File: src/rtl/systemizer_pkg.sv
// rtl/systemizer_pkg.sv - shared FSM state and systemizer status encodings
// Contents: state_t (controller FSM states), sys_status_t (systemizer
// completion flags as one code), sys_status() to build that code.
package systemizer_pkg;

  typedef enum logic [2:0] {
    ST_IDLE   = 3'd0,
    ST_LOAD   = 3'd1,
    ST_START  = 3'd2,
    ST_RUN    = 3'd3,
    ST_UNLOAD = 3'd4,
    ST_DONE   = 3'd5
  } state_t;

  // {fail, success} as reported with sys_done; only SUCCESS is a good attempt
  typedef enum logic [1:0] {
    SYS_ST_NONE    = 2'b00,
    SYS_ST_SUCCESS = 2'b01,
    SYS_ST_FAIL    = 2'b10,
    SYS_ST_BOTH    = 2'b11
  } sys_status_t;

  localparam logic [2:0] TRY_CNT_MAX = 3'd7;

  function automatic sys_status_t sys_status(input logic success, input logic fail);
    return sys_status_t'({fail, success});
  endfunction

endpackage

File: src/rtl/sysctl_unload_buf.sv
// rtl/sysctl_unload_buf.sv - 1-cycle-latency RAM reader to valid/ready stream
// Ports: clk, rst_n (async active-low); en (clears everything when low);
// rd_addr / rd_data (RAM address, data one cycle later);
// out_valid / out_data / out_ready (stream); out_last (current word is DEPTH-1).
module sysctl_unload_buf #(
  parameter int DATA_W = 8,
  parameter int ADDR_W = 4
) (
  input  logic              clk,
  input  logic              rst_n,
  input  logic              en,
  output logic [ADDR_W-1:0] rd_addr,
  input  logic [DATA_W-1:0] rd_data,
  output logic              out_valid,
  output logic [DATA_W-1:0] out_data,
  input  logic              out_ready,
  output logic              out_last
);

  localparam logic [ADDR_W-1:0] LAST_ADDR = {ADDR_W{1'b1}};

  logic [ADDR_W:0]   rd_ptr;
  logic              inflight;
  logic              out_valid_q;
  logic [DATA_W-1:0] out_data_q;
  logic              skid_valid;
  logic [DATA_W-1:0] skid_data;
  logic [ADDR_W-1:0] acc_cnt;

  logic       pop;
  logic       load_out;
  logic [1:0] occ;
  logic       issue;

  // A read is issued only when the word it returns is guaranteed a slot
  // (output or skid register) even if the consumer stalls from now on.
  always_comb begin
    pop      = out_valid_q && out_ready;
    load_out = !out_valid_q || pop;
    occ      = 2'(out_valid_q) + 2'(skid_valid) + 2'(inflight);
    issue    = en && !rd_ptr[ADDR_W] && ((occ - 2'(pop)) < 2'd2);
  end

  always_ff @(posedge clk or negedge rst_n) begin
    if (!rst_n) begin
      rd_ptr      <= '0;
      inflight    <= 1'b0;
      out_valid_q <= 1'b0;
      out_data_q  <= '0;
      skid_valid  <= 1'b0;
      skid_data   <= '0;
      acc_cnt     <= '0;
    end else if (!en) begin
      rd_ptr      <= '0;
      inflight    <= 1'b0;
      out_valid_q <= 1'b0;
      out_data_q  <= '0;
      skid_valid  <= 1'b0;
      skid_data   <= '0;
      acc_cnt     <= '0;
    end else begin
      inflight <= issue;
      if (issue) rd_ptr <= rd_ptr + 1'b1;
      if (pop) acc_cnt <= acc_cnt + 1'b1;
      if (load_out) begin
        if (skid_valid) begin
          // skid holds the older word; the returning read refills skid
          out_valid_q <= 1'b1;
          out_data_q  <= skid_data;
          skid_valid  <= inflight;
          if (inflight) skid_data <= rd_data;
        end else begin
          out_valid_q <= inflight;
          if (inflight) out_data_q <= rd_data;
        end
      end else if (inflight) begin
        skid_valid <= 1'b1;
        skid_data  <= rd_data;
      end
    end
  end

  assign rd_addr   = rd_ptr[ADDR_W-1:0];
  assign out_valid = out_valid_q;
  assign out_data  = out_data_q;
  assign out_last  = out_valid_q && (acc_cnt == LAST_ADDR);

endmodule

File: src/rtl/systemizer_ctrl.sv
// rtl/systemizer_ctrl.sv - job controller: load matrix, run systemizer with retries, unload result
// Ports: clk, rst_n; cmd_start; host_* load stream; out_* unload stream;
// busy/done/fail/success/try_cnt status; sys_* systemizer handshake and
// RAM requests; mem_* single-port RAM with 1-cycle read latency.
import systemizer_pkg::*;

module systemizer_ctrl #(
  parameter int DATA_W  = 8,
  parameter int ADDR_W  = 4,
  parameter int MAX_TRY = 3
) (
  input  logic              clk,
  input  logic              rst_n,
  input  logic              cmd_start,
  input  logic              host_valid,
  input  logic [DATA_W-1:0] host_data,
  output logic              host_ready,
  output logic              out_valid,
  output logic [DATA_W-1:0] out_data,
  input  logic              out_ready,
  output logic              busy,
  output logic              done,
  output logic              fail,
  output logic              success,
  output logic [2:0]        try_cnt,
  output logic              sys_start,
  input  logic              sys_done,
  input  logic              sys_success,
  input  logic              sys_fail,
  input  logic              sys_rd_en,
  input  logic [ADDR_W-1:0] sys_rd_addr,
  input  logic              sys_wr_en,
  input  logic [ADDR_W-1:0] sys_wr_addr,
  input  logic [DATA_W-1:0] sys_wr_data,
  output logic [DATA_W-1:0] sys_rd_data,
  output logic              mem_we,
  output logic [ADDR_W-1:0] mem_addr,
  output logic [DATA_W-1:0] mem_wdata,
  input  logic [DATA_W-1:0] mem_rdata
);

  localparam logic [ADDR_W-1:0] LAST_ADDR = {ADDR_W{1'b1}};
  localparam logic [2:0]        TRY_LIMIT = 3'(MAX_TRY);

  state_t            state_q, state_d;
  logic [ADDR_W-1:0] addr_q, addr_d;
  logic [2:0]        try_q, try_d;
  logic              fail_q, fail_d;
  logic              success_q, success_d;

  logic              unload_en;
  logic [ADDR_W-1:0] ub_addr;
  logic              ub_valid;
  logic [DATA_W-1:0] ub_data;
  logic              ub_last;

  // RAM reads have no side effects, so the read address is routed whether
  // or not the systemizer flags it with sys_rd_en.
  logic unused_sys_rd_en;
  assign unused_sys_rd_en = sys_rd_en;

  assign unload_en = (state_q == ST_UNLOAD);

  sysctl_unload_buf #(
    .DATA_W (DATA_W),
    .ADDR_W (ADDR_W)
  ) u_unload_buf (
    .clk       (clk),
    .rst_n     (rst_n),
    .en        (unload_en),
    .rd_addr   (ub_addr),
    .rd_data   (mem_rdata),
    .out_valid (ub_valid),
    .out_data  (ub_data),
    .out_ready (out_ready),
    .out_last  (ub_last)
  );

  always_ff @(posedge clk or negedge rst_n) begin
    if (!rst_n) begin
      state_q   <= ST_IDLE;
      addr_q    <= '0;
      try_q     <= '0;
      fail_q    <= 1'b0;
      success_q <= 1'b0;
    end else begin
      state_q   <= state_d;
      addr_q    <= addr_d;
      try_q     <= try_d;
      fail_q    <= fail_d;
      success_q <= success_d;
    end
  end

  always_comb begin
    state_d     = state_q;
    addr_d      = addr_q;
    try_d       = try_q;
    fail_d      = fail_q;
    success_d   = success_q;
    host_ready  = 1'b0;
    sys_start   = 1'b0;
    busy        = (state_q != ST_IDLE);
    done        = 1'b0;
    mem_we      = 1'b0;
    mem_addr    = '0;
    mem_wdata   = '0;
    sys_rd_data = '0;

    case (state_q)
      ST_IDLE: begin
        if (cmd_start) begin
          state_d   = ST_LOAD;
          addr_d    = '0;
          try_d     = '0;
          fail_d    = 1'b0;
          success_d = 1'b0;
        end
      end

      ST_LOAD: begin
        host_ready = 1'b1;
        mem_we     = host_valid;
        mem_addr   = addr_q;
        mem_wdata  = host_data;
        if (host_valid) begin
          if (addr_q == LAST_ADDR) begin
            addr_d  = '0;
            state_d = ST_START;
          end else begin
            addr_d = addr_q + 1'b1;
          end
        end
      end

      ST_START: begin
        sys_start = 1'b1;
        if (try_q != TRY_CNT_MAX) try_d = try_q + 1'b1;
        state_d = ST_RUN;
      end

      ST_RUN: begin
        mem_we      = sys_wr_en;
        mem_addr    = sys_wr_en ? sys_wr_addr : sys_rd_addr;
        mem_wdata   = sys_wr_data;
        sys_rd_data = mem_rdata;
        if (sys_done) begin
          addr_d = '0;
          if (sys_status(sys_success, sys_fail) == SYS_ST_SUCCESS) begin
            state_d = ST_UNLOAD;
          end else if (try_q < TRY_LIMIT) begin
            state_d = ST_LOAD;
          end else begin
            fail_d  = 1'b1;
            state_d = ST_DONE;
          end
        end
      end

      ST_UNLOAD: begin
        mem_addr = ub_addr;
        if (ub_valid && out_ready && ub_last) begin
          success_d = 1'b1;
          state_d   = ST_DONE;
        end
      end

      ST_DONE: begin
        done    = 1'b1;
        state_d = ST_IDLE;
      end

      default: begin
        state_d = ST_IDLE;
      end
    endcase
  end

  assign out_valid = unload_en && ub_valid;
  assign out_data  = (unload_en && ub_valid) ? ub_data : '0;
  assign fail      = fail_q;
  assign success   = success_q;
  assign try_cnt   = try_q;

endmodule

File: config.mk
export PLATFORM = sky130hd
export DESIGN_NAME = systemizer_ctrl
export DESIGN_NICKNAME = d
export VERILOG_FILES = /design/src/rtl/systemizer_pkg.sv /design/src/rtl/sysctl_unload_buf.sv /design/src/rtl/systemizer_ctrl.sv
export SDC_FILE = /design/constraint.sdc
export NUM_CORES = 1
export LEC_CHECK = 0
export CAP_MARGIN = 30
export CORE_MARGIN = 1.5
export CORE_UTILIZATION = 64
export DETAILED_ROUTE_END_ITERATION = 10
export DONT_BUFFER_PORTS = 1
export PLACE_DENSITY = 0.87
export SLEW_MARGIN = 15
export SYNTH_ARGS = -nofsm -noshare
export SYNTH_HDL_FRONTEND = slang
export SYNTH_HIERARCHICAL = 1
export SYNTH_SLANG_ARGS = --single-unit
File: constraint.sdc
create_clock -name clk -period 3 [get_ports clk]
set_input_delay 0.9 -clock clk [delete_from_list [all_inputs] [get_ports clk]]
set_output_delay 0.9 -clock clk [all_outputs]
set_load 0.005 [all_outputs]
After elaboration in Yosys (flattened, before gate mapping)
Cells that the tools add are included.
Word-level totals
  logic and storage cells: 117
  output and inout port bits: 39
  register bits after elaboration: 40
Cells by class
  add/sub/neg operators: 7
  equality and inequality tests: 23
  mux-type cells: 52
  order comparisons: 2
  reduce and logical (&&, ||, !) cells: 21
Operators with widths (number)
  $mux W8: 10
  $mux W4: 7
  $mux W3: 9
  $pmux W4 S3: 2
  $ne A2 B2 Y1 const B: 11
  $mux W1: 16
  $pmux W8 S2: 1
  $pmux W3 S5: 1
  $ne A3 B3 Y1 const B: 4
  $mux W5: 2
  $reduce_and A5 Y1: 2
  $add A4 B1 Y4 const B: 2
  $eq A4 B4 Y1 const B: 2
  $eq A3 B2 Y1 const B: 2
  $eq A3 B3 Y1 const B: 2
  $logic_and A1 B1 Y1: 6
  $pmux W1 S2: 3
  $pmux W3 S2: 1
  $reduce_and A3 Y1: 2
  $reduce_bool A2 Y1: 3
  $reduce_bool A3 Y1: 2
  $add A5 B1 Y5 const B: 1
  $reduce_and A4 Y1: 1
  $add A3 B1 Y3 const B: 1
  other kinds (11): 12

Logic depth before layout (Yosys ltp)
Gate-level depths: netlist of the first run.
  depth in word-level cells: 7
  mapped depth: 8
  depth with buffers taken out: 8

Cells and area by module
Netlist of the first run, hierarchy kept.
By module, submodules not included
  sysctl_unload_buf: area each 1601.5 µm², sequential area each 700.7 µm², cells each 153, times used 1
  systemizer_ctrl: area each 1092.3 µm², sequential area each 300.3 µm², cells each 136, times used 1

Least setup slack after synthesis of the first run
OpenSTA, ideal clock, no wires.
  path type: input to register
  start point: input port out_ready
  end point: register u_unload_buf.rd_ptr[0]
  arrival time: 2.362 ns
  path buffers: 0
  slack: 0.516 ns
  stages: 8
  path through: nand2_1 inv_1 ha_1 inv_1 ha_1 a21oi_2 mux2_4 mux2i_1
Between the ends
  longest elaborated chain between the ends: 5
Ends and longest elaborated chain
  start: declaration: line systemizer_ctrl.sv:20  | input logic out_ready,
  $logic_and A1 B1 Y1: line sysctl_unload_buf.sv:38  | pop = out_valid_q && out_ready;
  $sub A2 B1 Y2: line sysctl_unload_buf.sv:41  | issue = en && !rd_ptr[ADDR_W] && ((occ - 2'(pop)) < 2'd2);
  $lt A2 B2 Y1: line sysctl_unload_buf.sv:41
  $logic_and A1 B1 Y1: line sysctl_unload_buf.sv:41
  $ne A2 B2 Y1 (no line)
  end signal: assignment: line sysctl_unload_buf.sv:63  | if (issue) rd_ptr <= rd_ptr + 1'b1;
  end: declaration: line sysctl_unload_buf.sv:22  | logic [ADDR_W:0] rd_ptr;
Every way passes these cells.
A chain may end at the register's enable or synchronous reset.

Worst setup path in the final report of the first run
  start point: register state_q[2]
  end point: output port out_data[6]
Between the ends
  longest elaborated chain between the ends: 3
Ends and longest elaborated chain
  start: declaration: line systemizer_ctrl.sv:45  | state_t state_q, state_d;
  start signal: assignment: line systemizer_ctrl.sv:87  | state_q <= state_d;
  $eq A3 B3 Y1: line systemizer_ctrl.sv:62  | assign unload_en = (state_q == ST_UNLOAD);
  $logic_and A1 B1 Y1: line systemizer_ctrl.sv:180  | assign out_data = (unload_en && ub_valid) ? ub_data : '0;
  $mux W8: line systemizer_ctrl.sv:180
  end: declaration: line systemizer_ctrl.sv:19  | output logic [DATA_W-1:0] out_data,
Every way passes these cells.

==> results.tsv, run 1 <==
metric	value	unit
p_int	1.01	mW
totalNegativeSetupSlack	0	ns
finClkSkew	0.00569	ns
dr.pass1.iters	4	
preCtsSetupSlack	0.353	ns
hp-class	input port to asynchronous set/reset pin	
syn-mean-instance-area	9.32	sq um
cts_sinks	40	
tightestPinTransition	0.719	ns
drc	0	
drive_gt1_share	9.09	%
sequentialPowerShare	40.5	%
root_buffer	clkbuf_8	
grt_pass1_wl	8850	um
ant_nets	0	
powerDensity	591	nW/um^2
pwr-share-clk	22.6	%
power_frac_comb	36.8	%
ioPinCount	81	
syn_to_final_growth	1.49	%
ys_warn_count	6	
numPortBuffers	0	
finalHoldViolCount	0	
htree_levels	2	
critPathKind	flop to output pin	
syn_nets	338	
core_area	4030	sq um
nFillCells	325	
vias	2145	
power.switching	0.603	mW
final_util	67.9	%
cts_resized	0	
fin_cells	325	
hpwl	3960	um
maxCapViolCount	0	
dpl.cell_count	317	
status	complete, no violations	
grt_usage	25.4	%
cp-start-kind	flop	
floorplan.initialDensity	66.9	%
required	2.10	ns
fin_crit	2.58	ns
reg2regPathDepth	9	
cp.arrival	1.68	ns
relSlewSlack	52.0	%
hold_buffers	0	
crit_path_start	state_q[2]$_DFFE_PN0P_	
synth_cell_types	51	
cts_tree	done	
multi_input_area	1470	sq um
rsz0062_at_grt	false	
die_width	67.9	um
worstSetupEndpointType	output pin	
viasPerCell	6.60	
peakVddDrop	0.000362	V
die_h	67.9	um
endpoint	out_data[6]	
r2r_end	u_unload_buf/rd_ptr[1]$_DFFE_PN0P_	
wire_per_inst	17.3	um
netlist_area	2690	sq um
yosysSeqAreaShare	37.2	%
rrSetupSlack	0.70	ns
rows	23	
max_freq	0.388	GHz
drt-initial-drc-count	166	
maxSlewViolCount	0	
regArea	1000	sq um
gp_congestion	0.815	
clk_transition_reported_paths	0.08	ns
synth_edf_count	0	
synth-async-reset-ratio	100	%
fin_crit_sh	85.9	%
grt_pass1_vias	1986	
grt_start_max_net_pins	41	
critical_path.max_fanout	38	
tritoncts.num_buffers	5	
routed_wl	5620	um
synth_top_cell_by_area	dfrtp_1	
worst_slack	0.424	ns
final_net_count	323	
postSynthCellCount	289	
antenna_found_initial	0	
clk_latency	0.29	ns
synth_top_flop_cell	dfrtp_1	
clock_path_buffers	2	
p_sw_share	37.4	%
r2r-start	u_unload_buf/out_valid$_DFFE_PN0P_	
synthDominantCellAreaShare	37.2	%
setup_violations	0	
leakage	1.22	nW
synth_area_leaders	dfrtp_1 37%, mux2i_1 9.7%, and3_1 4.6%	
antennaDiodeCount	0	
post-cts-setup-buffers	0	
dieArea	4610	sq um
ys_ff_latch	40	
grt_overflow	0	
power.total	1.61	mW
-- registers in the layout, summed over array words and instances (netlist names) --
signal,cells
addr_q,4
u_unload_buf/acc_cnt,4
u_unload_buf/skid_valid,1
success,1
state_q,3
fail,1
u_unload_buf/rd_ptr,5
u_unload_buf/skid_data,8
u_unload_buf/out_valid,1
u_unload_buf/out_data,8
try_cnt,3
u_unload_buf/inflight,1
-- worst min path at each step --
| stage | startpoint | to | slack (ns) | cells after the start |
|---|---|---|---|---|
| after global placement | success$_DFFE_PN0P_ | success$_DFFE_PN0P_ | 0.49 | 2 |
| after global routing | rst_n | u_unload_buf/rd_ptr[1]$_DFFE_PN0P_ | 0.28 | 0 |
| after floorplan | success$_DFFE_PN0P_ | success$_DFFE_PN0P_ | 0.46 | 2 |
| after CTS | rst_n | u_unload_buf/rd_ptr[3]$_DFFE_PN0P_ | 0.29 | 0 |
| final | rst_n | u_unload_buf/rd_ptr[1]$_DFFE_PN0P_ | 0.30 | 0 |
| after detailed placement | u_unload_buf/out_data[4]$_DFFE_PN0P_ | u_unload_buf/out_data[4]$_DFFE_PN0P_ | 0.50 | 2 |
-- critical path: stages, from the launching register on --
cell and delay [ns]:
dfrtp_1 0.53, and2_1 0.40, buf_12 0.23, and3_1 0.22
-- power by group through the flow --
stage	Clock, mW	Sequential [mW]	Combinational, mW
6_report	0.365	0.655	0.595
5_1_grt	0.400	0.664	0.673
4_1_cts	0.378	0.654	0.598
3_5_place_dp	0	0.665	0.595
3_3_place_gp	0	0.663	0.579
2_1_floorplan	0	0.644	0.513
-- cell families after synthesis --
| logic type | synth area share (%) |
|---|---|
| muxes | 11.1 |
| adders and majority gates | 3.25 |
| xor gates and xnor gates | 0.976 |
| and+or+nand+nor | 20.3 |
| DFF | 37.2 |
| AOI/OAI and AO/OA | 18.9 |
| buffers and inverters | 8.41 |
-- cell type report --
| cell class | count | share of cell area [%] |
|---|---|---|
| Timing Repair Buffer | 6 | 2.11 |
| Clock buffer | 8 | 3.30 |
| Tap cell | 50 | 2.29 |
| Sequential cell | 40 | 36.6 |
| Multi-Input combinational cell | 206 | 53.6 |
| Inverter | 15 | 2.06 |
-- through the flow --
stage,cell area [sq um],hold slack (ns)
after CTS,2730,0.286
after detailed placement,2640,0.501
after global routing,2730,0.277
after global placement,2640,0.493
after floorplan,2690,0.460
final,2730,0.296
-- per-layer routing --
| metal | GRT usage [%] | wire length (um) | vias to the layer above |
|---|---|---|---|
| li1 | - | - | 1025 |
| met1 | 34.4 | 2440 | 1034 |
| met2 | 39.1 | 2690 | 81 |
| met3 | 5.26 | 437 | 5 |
| met4 | 12.0 | 52 | 0 |
| met5 | 0 | 0 | - |
-- Yosys cell counts (2+ instances only) --
library cell	instances
mux2_2	2
xor2_1	2
o31ai_1	9
o2111ai_1	8
nand3_1	5
nand2_1	20
a21oi_1	11
dfrtp_1	40
buf_4	4
nand2b_1	5
nor3_1	6
o21ai_0	10
mux2i_1	26
clkbuf_1	11
nor2_1	22
nand4_1	5
buf_6	5
nor2b_4	2
o41ai_1	7
and3_1	20
a22o_1	2
o211ai_1	9
buf_2	7
nand3b_1	3
a41oi_1	2
ha_1	7
inv_1	15
-- cells in the final DEF, fill, tap and decap left out, types with 6 or more instances in the layout --
master / n
o21ai_0: 10
mux2i_1: 26
a21oi_1: 11
nor2_1: 22
inv_1: 15
nor3_1: 6
clkbuf_8: 6
and3_1: 20
o31ai_1: 9
o211ai_1: 9
o2111ai_1: 8
ha_1: 7
o41ai_1: 7
nand2_1: 20
dfrtp_1: 40
Note: power is estimated with default switching activity, not from simulation.
==> inputs of run 2 (changes only) <==
Settings changed: BUFFER_PORTS_ARGS set to -buffer_cell sky130_fd_sc_hd__buf_2, CORE_UTILIZATION 64 to 52, CTS_CLUSTER_DIAMETER set to 30, DONT_BUFFER_PORTS 1 to not set, PLACE_DENSITY 0.87 to 0.88.
==> run 2 against run 1 <==
Via count rose by 12%. Die area rose by 22%. Critical endpoint is now mem_addr[1]. Largest power group is now combinational logic. Highest routed layer unchanged. Non-clock buffer count rose by 82.
==> results.tsv, run 2 (synthesis results as in run 1) <==
metric	value	unit	change
status	complete, no violations		
rrSetupSlack	0.76	ns	+0.06 ns
min_path_cells	2		
grt_overflow	0		unchanged
root_buffer	clkbuf_8		
r2r-start	state_q[0]$_DFFE_PN0P_		
leakage	1.59	nW	+30%
vias	2403		+12%
critical_path.max_fanout	37		-2.6%
die_h	75.0	um	+10%
maxCapViolCount	0		unchanged
cp.arrival	1.92	ns	+0.24 ns
dr.pass1.iters	4		unchanged
grt_start_max_net_pins	41		unchanged
slowest_stage	dfrtp_1		
antennaDiodeCount	0		unchanged
tritoncts.num_buffers	5		unchanged
min_to	success$_DFFE_PN0P_		
hold_buffers	0		unchanged
wire_per_inst	14.4	um	-17%
viasPerCell	5.67		-14%
pwr-share-clk	18.5	%	-4.1 points
rows	26		+13%
p_sw_share	37.3	%	about the same
whs	0.474	ns	+0.178 ns
post-cts-setup-buffers	0		unchanged
drive_gt1_share	29.9	%	+21 points
final_net_count	405		+25%
r2r_end	u_unload_buf/out_data[3]$_DFFE_PN0P_		
numPortBuffers	79		+79
hpwl	4430	um	+12%
cts_resized	0		unchanged
required	2.10	ns	about the same
min_from	success$_DFFE_PN0P_		
setup_violations	0		unchanged
grt_pass1_wl	9760	um	+10%
power_frac_comb	43.0	%	+6.2 points
p_int	1.08	mW	+7.0%
drc	0		unchanged
core_area	5040	sq um	+25%
dieArea	5620	sq um	+22%
drt-initial-drc-count	150		-9.6%
peakVddDrop	0.000457	V	+26%
cts_tree	done		
die_width	75.0	um	+10%
sequentialPowerShare	38.5	%	-2.0 points
routed_wl	6110	um	+8.6%
crit_buf_inv	2		+1
fin_crit	2.82	ns	+0.242 ns
wl_met1	2630	um	+7.4%
syn_to_final_growth	17.4	%	
antenna_found_initial	0		unchanged
maxSlewViolCount	0		unchanged
cp_top_family	flip-flops		
clock_path_buffers	2		unchanged
finalHoldViolCount	0		unchanged
fin_crit_sh	93.9	%	+8.1 points
powerDensity	546	nW/um^2	-7.6%
rsz0062_at_grt	false		
reg2regPathDepth	5		-4
cts_sinks	40		unchanged
clk_transition_reported_paths	0.06	ns	-0.02 ns
layout_commonest_cell	buf_2		
final_util	62.7	%	-5.1 points
worstSetupEndpointType	output pin		
path_cells	nor2_1 -> and2_1 -> buf_4 -> nand2_1 -> o21ai_0 -> buf_2		
relSlewSlack	53.2	%	+1.2 points
cp_slowest_stage_delay	0.51	ns	-0.02 ns
tightestPinTransition	0.701	ns	-0.0182 ns
hp-class	flop to flop		
grt_usage	22.4	%	-3.0 points
htree_levels	2		unchanged
grt_pass1_vias	2207		+11%
wl_met2	3090	um	+15%
gp_congestion	0.885		+8.6%
cp-start-kind	flop		
critPathKind	flop to output pin		
ioPinCount	81		unchanged
finClkSkew	0.00599	ns	+0.000303 ns
floorplan.initialDensity	53.4	%	-13 points
top_layer	met4		
totalNegativeSetupSlack	0	ns	unchanged
ant_nets	0		unchanged
final_cell_mix	79 x buf_2, 40 x dfrtp_1, 26 x mux2i_1, 22 x nor2_1		
power.switching	0.645	mW	+6.9%
wl_met3	265	um	-39%
max_freq	0.355	GHz	-8.6%
clk_latency	0.29	ns	about the same
[run 2: changes by cell type in the layout (fill, tap and decap cells not counted), sizes merged]
cell	previous run	this run
buf	6	88
clkbuf	8	5
[run 2: worst register-to-register path, stage by stage (launching register included)]
cell and delay [ns]:
dfrtp_1 0.51, nor2_1 0.22, and2_1 0.18, buf_4 0.32, inv_1 0.41, o41ai_1 0.49
[run 2: worst max-delay path by stage]
stage	start	endpoint	slack [ns]	cells after the start
CTS	state_q[0]$_DFFE_PN0P_	mem_addr[1]	0.20	6
global placement	out_ready	u_unload_buf/rd_ptr[1]$_DFFE_PN0P_	0.35	9
floorplan	out_ready	u_unload_buf/rd_ptr[0]$_DFFE_PN0P_	0.52	8
detailed placement	out_ready	u_unload_buf/rd_ptr[1]$_DFFE_PN0P_	0.29	9
global route	state_q[0]$_DFFE_PN0P_	mem_addr[1]	0.01	6
finish	state_q[0]$_DFFE_PN0P_	mem_addr[1]	0.18	6
[run 2: metal layers]
layer  global-route usage, %  vias up
li1                        -     1188
met2                    37.4       70
met4                    8.48        0
met1                    29.3     1134
met3                    3.75       11
met5                       0        -
[run 2: final cells by class]
| type | count | area [sq um] |
|---|---|---|
| timing repair buffer | 88 | 483 |
| clock buffer | 5 | 68.8 |
| sequential | 40 | 1000 |
| inverter | 15 | 56.3 |
| multi-input combinational | 206 | 1470 |
| fill | 403 | 1880 |
| tap | 70 | 87.6 |
[run 2: power groups by stage]
stage               combinational, mW  clock, mW  sequential [mW]
floorplan                       0.513          0            0.644
global placement                0.718          0            0.671
detailed placement              0.745          0            0.673
CTS                             0.746      0.321            0.663
global route                    0.839      0.341            0.676
finish                          0.743      0.319            0.665
[run 2: stage by stage]
stage	power (mW)	setup WS (ns)	std cells	instance area, sq um
after floorplan	1.16	0.516	289	2690
after global placement	1.39	0.349	418	3070
after detailed placement	1.42	0.293	418	3070
after CTS	1.73	0.198	423	3140
after global routing	1.86	0.0150	424	3160
final	1.73	0.182	424	3160
==> inputs of run 3 (changes only) <==
Clock period 3 ns to 3.1 ns, I/O delays scaled along.
==> run 3 against run 2 <==
Worst hold slack worse by 0.015 ns. Clock power grew 14%. Combinational power fell by 4.7%. Non-clock buffer count shrank 1. Global-route usage about the same. Clock skew rose by 0.0014 ns. Sequential power is 3.2% lower. Cell area grew 0.40%. Largest cell class unchanged.
==> results.tsv, run 3 (synthesis results as in run 1) <==
metric	value	unit	change
status	complete, no violations		
grt_pass1_wl	9810	um	+0.56%
grt_overflow	0		unchanged
hold_buffers	0		unchanged
cts_resized	0		unchanged
grt_usage	22.4	%	about the same
syn_to_final_growth	17.9	%	
peakVddDrop	0.000357	V	-22%
antenna_found_initial	0		unchanged
slowest_stage	dfrtp_1		
dieArea	5620	sq um	unchanged
r2r-start	state_q[0]$_DFFE_PN0P_		
final_net_count	404		-0.25%
floorplan.initialDensity	53.4	%	unchanged
clk_transition_reported_paths	0.07	ns	about the same
tritoncts.num_buffers	5		unchanged
power.total	1.72	mW	-0.60%
grt_pass1_vias	2197		-0.45%
root_buffer	clkbuf_8		
drt-initial-drc-count	183		+22%
worst_slack	0.305	ns	+0.124 ns
relSlewSlack	53.8	%	+0.62 points
post-cts-setup-buffers	0		unchanged
vias	2460		+2.4%
preCtsSetupSlack	0.321	ns	+0.0273 ns
fin_crit_sh	90.1	%	
finClkSkew	0.00741	ns	+0.00142 ns
fin_cells	425		+0.24%
critical_path.max_fanout	17		-54%
routed_wl	6120	um	+0.25%
max_freq	0.358	GHz	
drc	0		unchanged
clk_latency	0.28	ns	about the same
ioPinCount	81		unchanged
die_width	75.0	um	unchanged
rsz0062_at_grt	false		
powerDensity	541	nW/um^2	-0.99%
core_area	5040	sq um	unchanged
cts_tree	done		
cp_slowest_stage_delay	0.57	ns	+0.06 ns
grt_start_max_net_pins	41		unchanged
nFillCells	392		-2.7%
rows	26		unchanged
die_h	75.0	um	unchanged
worstSetupEndpointType	output pin		
r2r_end	u_unload_buf/out_data[4]$_DFFE_PN0P_		
maxCapViolCount	0		unchanged
gp_congestion	0.877		-0.87%
path_cells	nand2b_1 -> nor2_1 -> buf_2		
layout_commonest_cell	buf_2		
cp-start-kind	flop		
htree_levels	2		unchanged
hp-class	input port to asynchronous set/reset pin		
clock_path_buffers	2		unchanged
final_cell_mix	79 x buf_2, 40 x dfrtp_1, 26 x mux2i_1, 22 x nor2_1		
wire_per_inst	14.4	um	about the same
dpl.cell_count	417		-0.24%
setup_violations	0		unchanged
totalNegativeSetupSlack	0	ns	unchanged
tightestPinTransition	0.692	ns	-0.00925 ns
hpwl	4330	um	-2.1%
drive_gt1_share	30.1	%	+0.20 points
finalHoldViolCount	0		unchanged
ant_nets	0		unchanged
dr.pass1.iters	4		unchanged
cts_sinks	40		unchanged
numPortBuffers	79		unchanged
viasPerCell	5.79		+2.1%
maxSlewViolCount	0		unchanged
critPathKind	flop to output pin		
antennaDiodeCount	0		unchanged
required	2.17	ns	+0.07 ns
leakage	1.59	nW	+0.38%
fin_crit	2.79	ns	
rrSetupSlack	0.86	ns	+0.10 ns
reg2regPathDepth	5		unchanged
cp.arrival	1.86	ns	-0.06 ns
run 3: changes by cell type in the layout (fill, tap and decap cells not counted), sizes merged:
| cell | delta |
|---|---|
| clkbuf | +2 |
| buf | -1 |
run 3: critical path, delay by kind of cell, from the launching register on:
kind                   cells  cell delay (ns)
buffers and inverters      1             0.18
DFF                        1             0.57
and+or+nand+nor            2             0.82
run 3: cell type report:
class | instances | area (sq um) | area share, %
Multi-Input combinational cell | 206 | 1470 | 46.2
Sequential cell | 40 | 1000 | 31.5
Timing Repair Buffer | 87 | 468 | 14.7
Clock buffer | 7 | 96.3 | 3.03
Tap cell | 70 | 87.6 | 2.76
Inverter | 15 | 56.3 | 1.77
run 3: worst max path at each step:
stage | from | endpoint | slack [ns] | cells past startpoint
2_1_floorplan | sys_wr_en | mem_addr[0] | 0.57 | 5
3_3_place_gp | out_ready | u_unload_buf/rd_ptr[1]$_DFFE_PN0P_ | 0.35 | 9
3_5_place_dp | out_ready | u_unload_buf/rd_ptr[1]$_DFFE_PN0P_ | 0.32 | 9
4_1_cts | state_q[0]$_DFFE_PN0P_ | host_ready | 0.32 | 3
5_1_grt | state_q[0]$_DFFE_PN0P_ | host_ready | 0.17 | 3
6_report | state_q[0]$_DFFE_PN0P_ | host_ready | 0.31 | 3
run 3: power breakdown:
part	internal [mW]	switching [mW]	total, mW
sequential	0.573	0.0706	0.644
combinational	0.320	0.389	0.708
clock	0.198	0.166	0.365
total	1.09	0.626	1.72
run 3: routing by layer:
metal | global-route usage (%) | wire length (um) | vias up
met5 | 0 | 0 | -
met4 | 5.66 | 35 | 0
met3 | 3.48 | 290 | 4
met2 | 37.7 | 3120 | 77
met1 | 30.4 | 2670 | 1182
li1 | - | - | 1197
run 3: metrics by stage:
| step | utilization (%) | instance area [sq um] | hold WS, ns |
|---|---|---|---|
| floorplan | - | 2690 | 0.460 |
| global placement | 60.7 | 3060 | 0.454 |
| detailed placement | 60.7 | 3060 | 0.461 |
| CTS | 62.6 | 3160 | 0.489 |
| global route | 63.0 | 3180 | 0.458 |
| finish | 63.0 | 3180 | 0.459 |
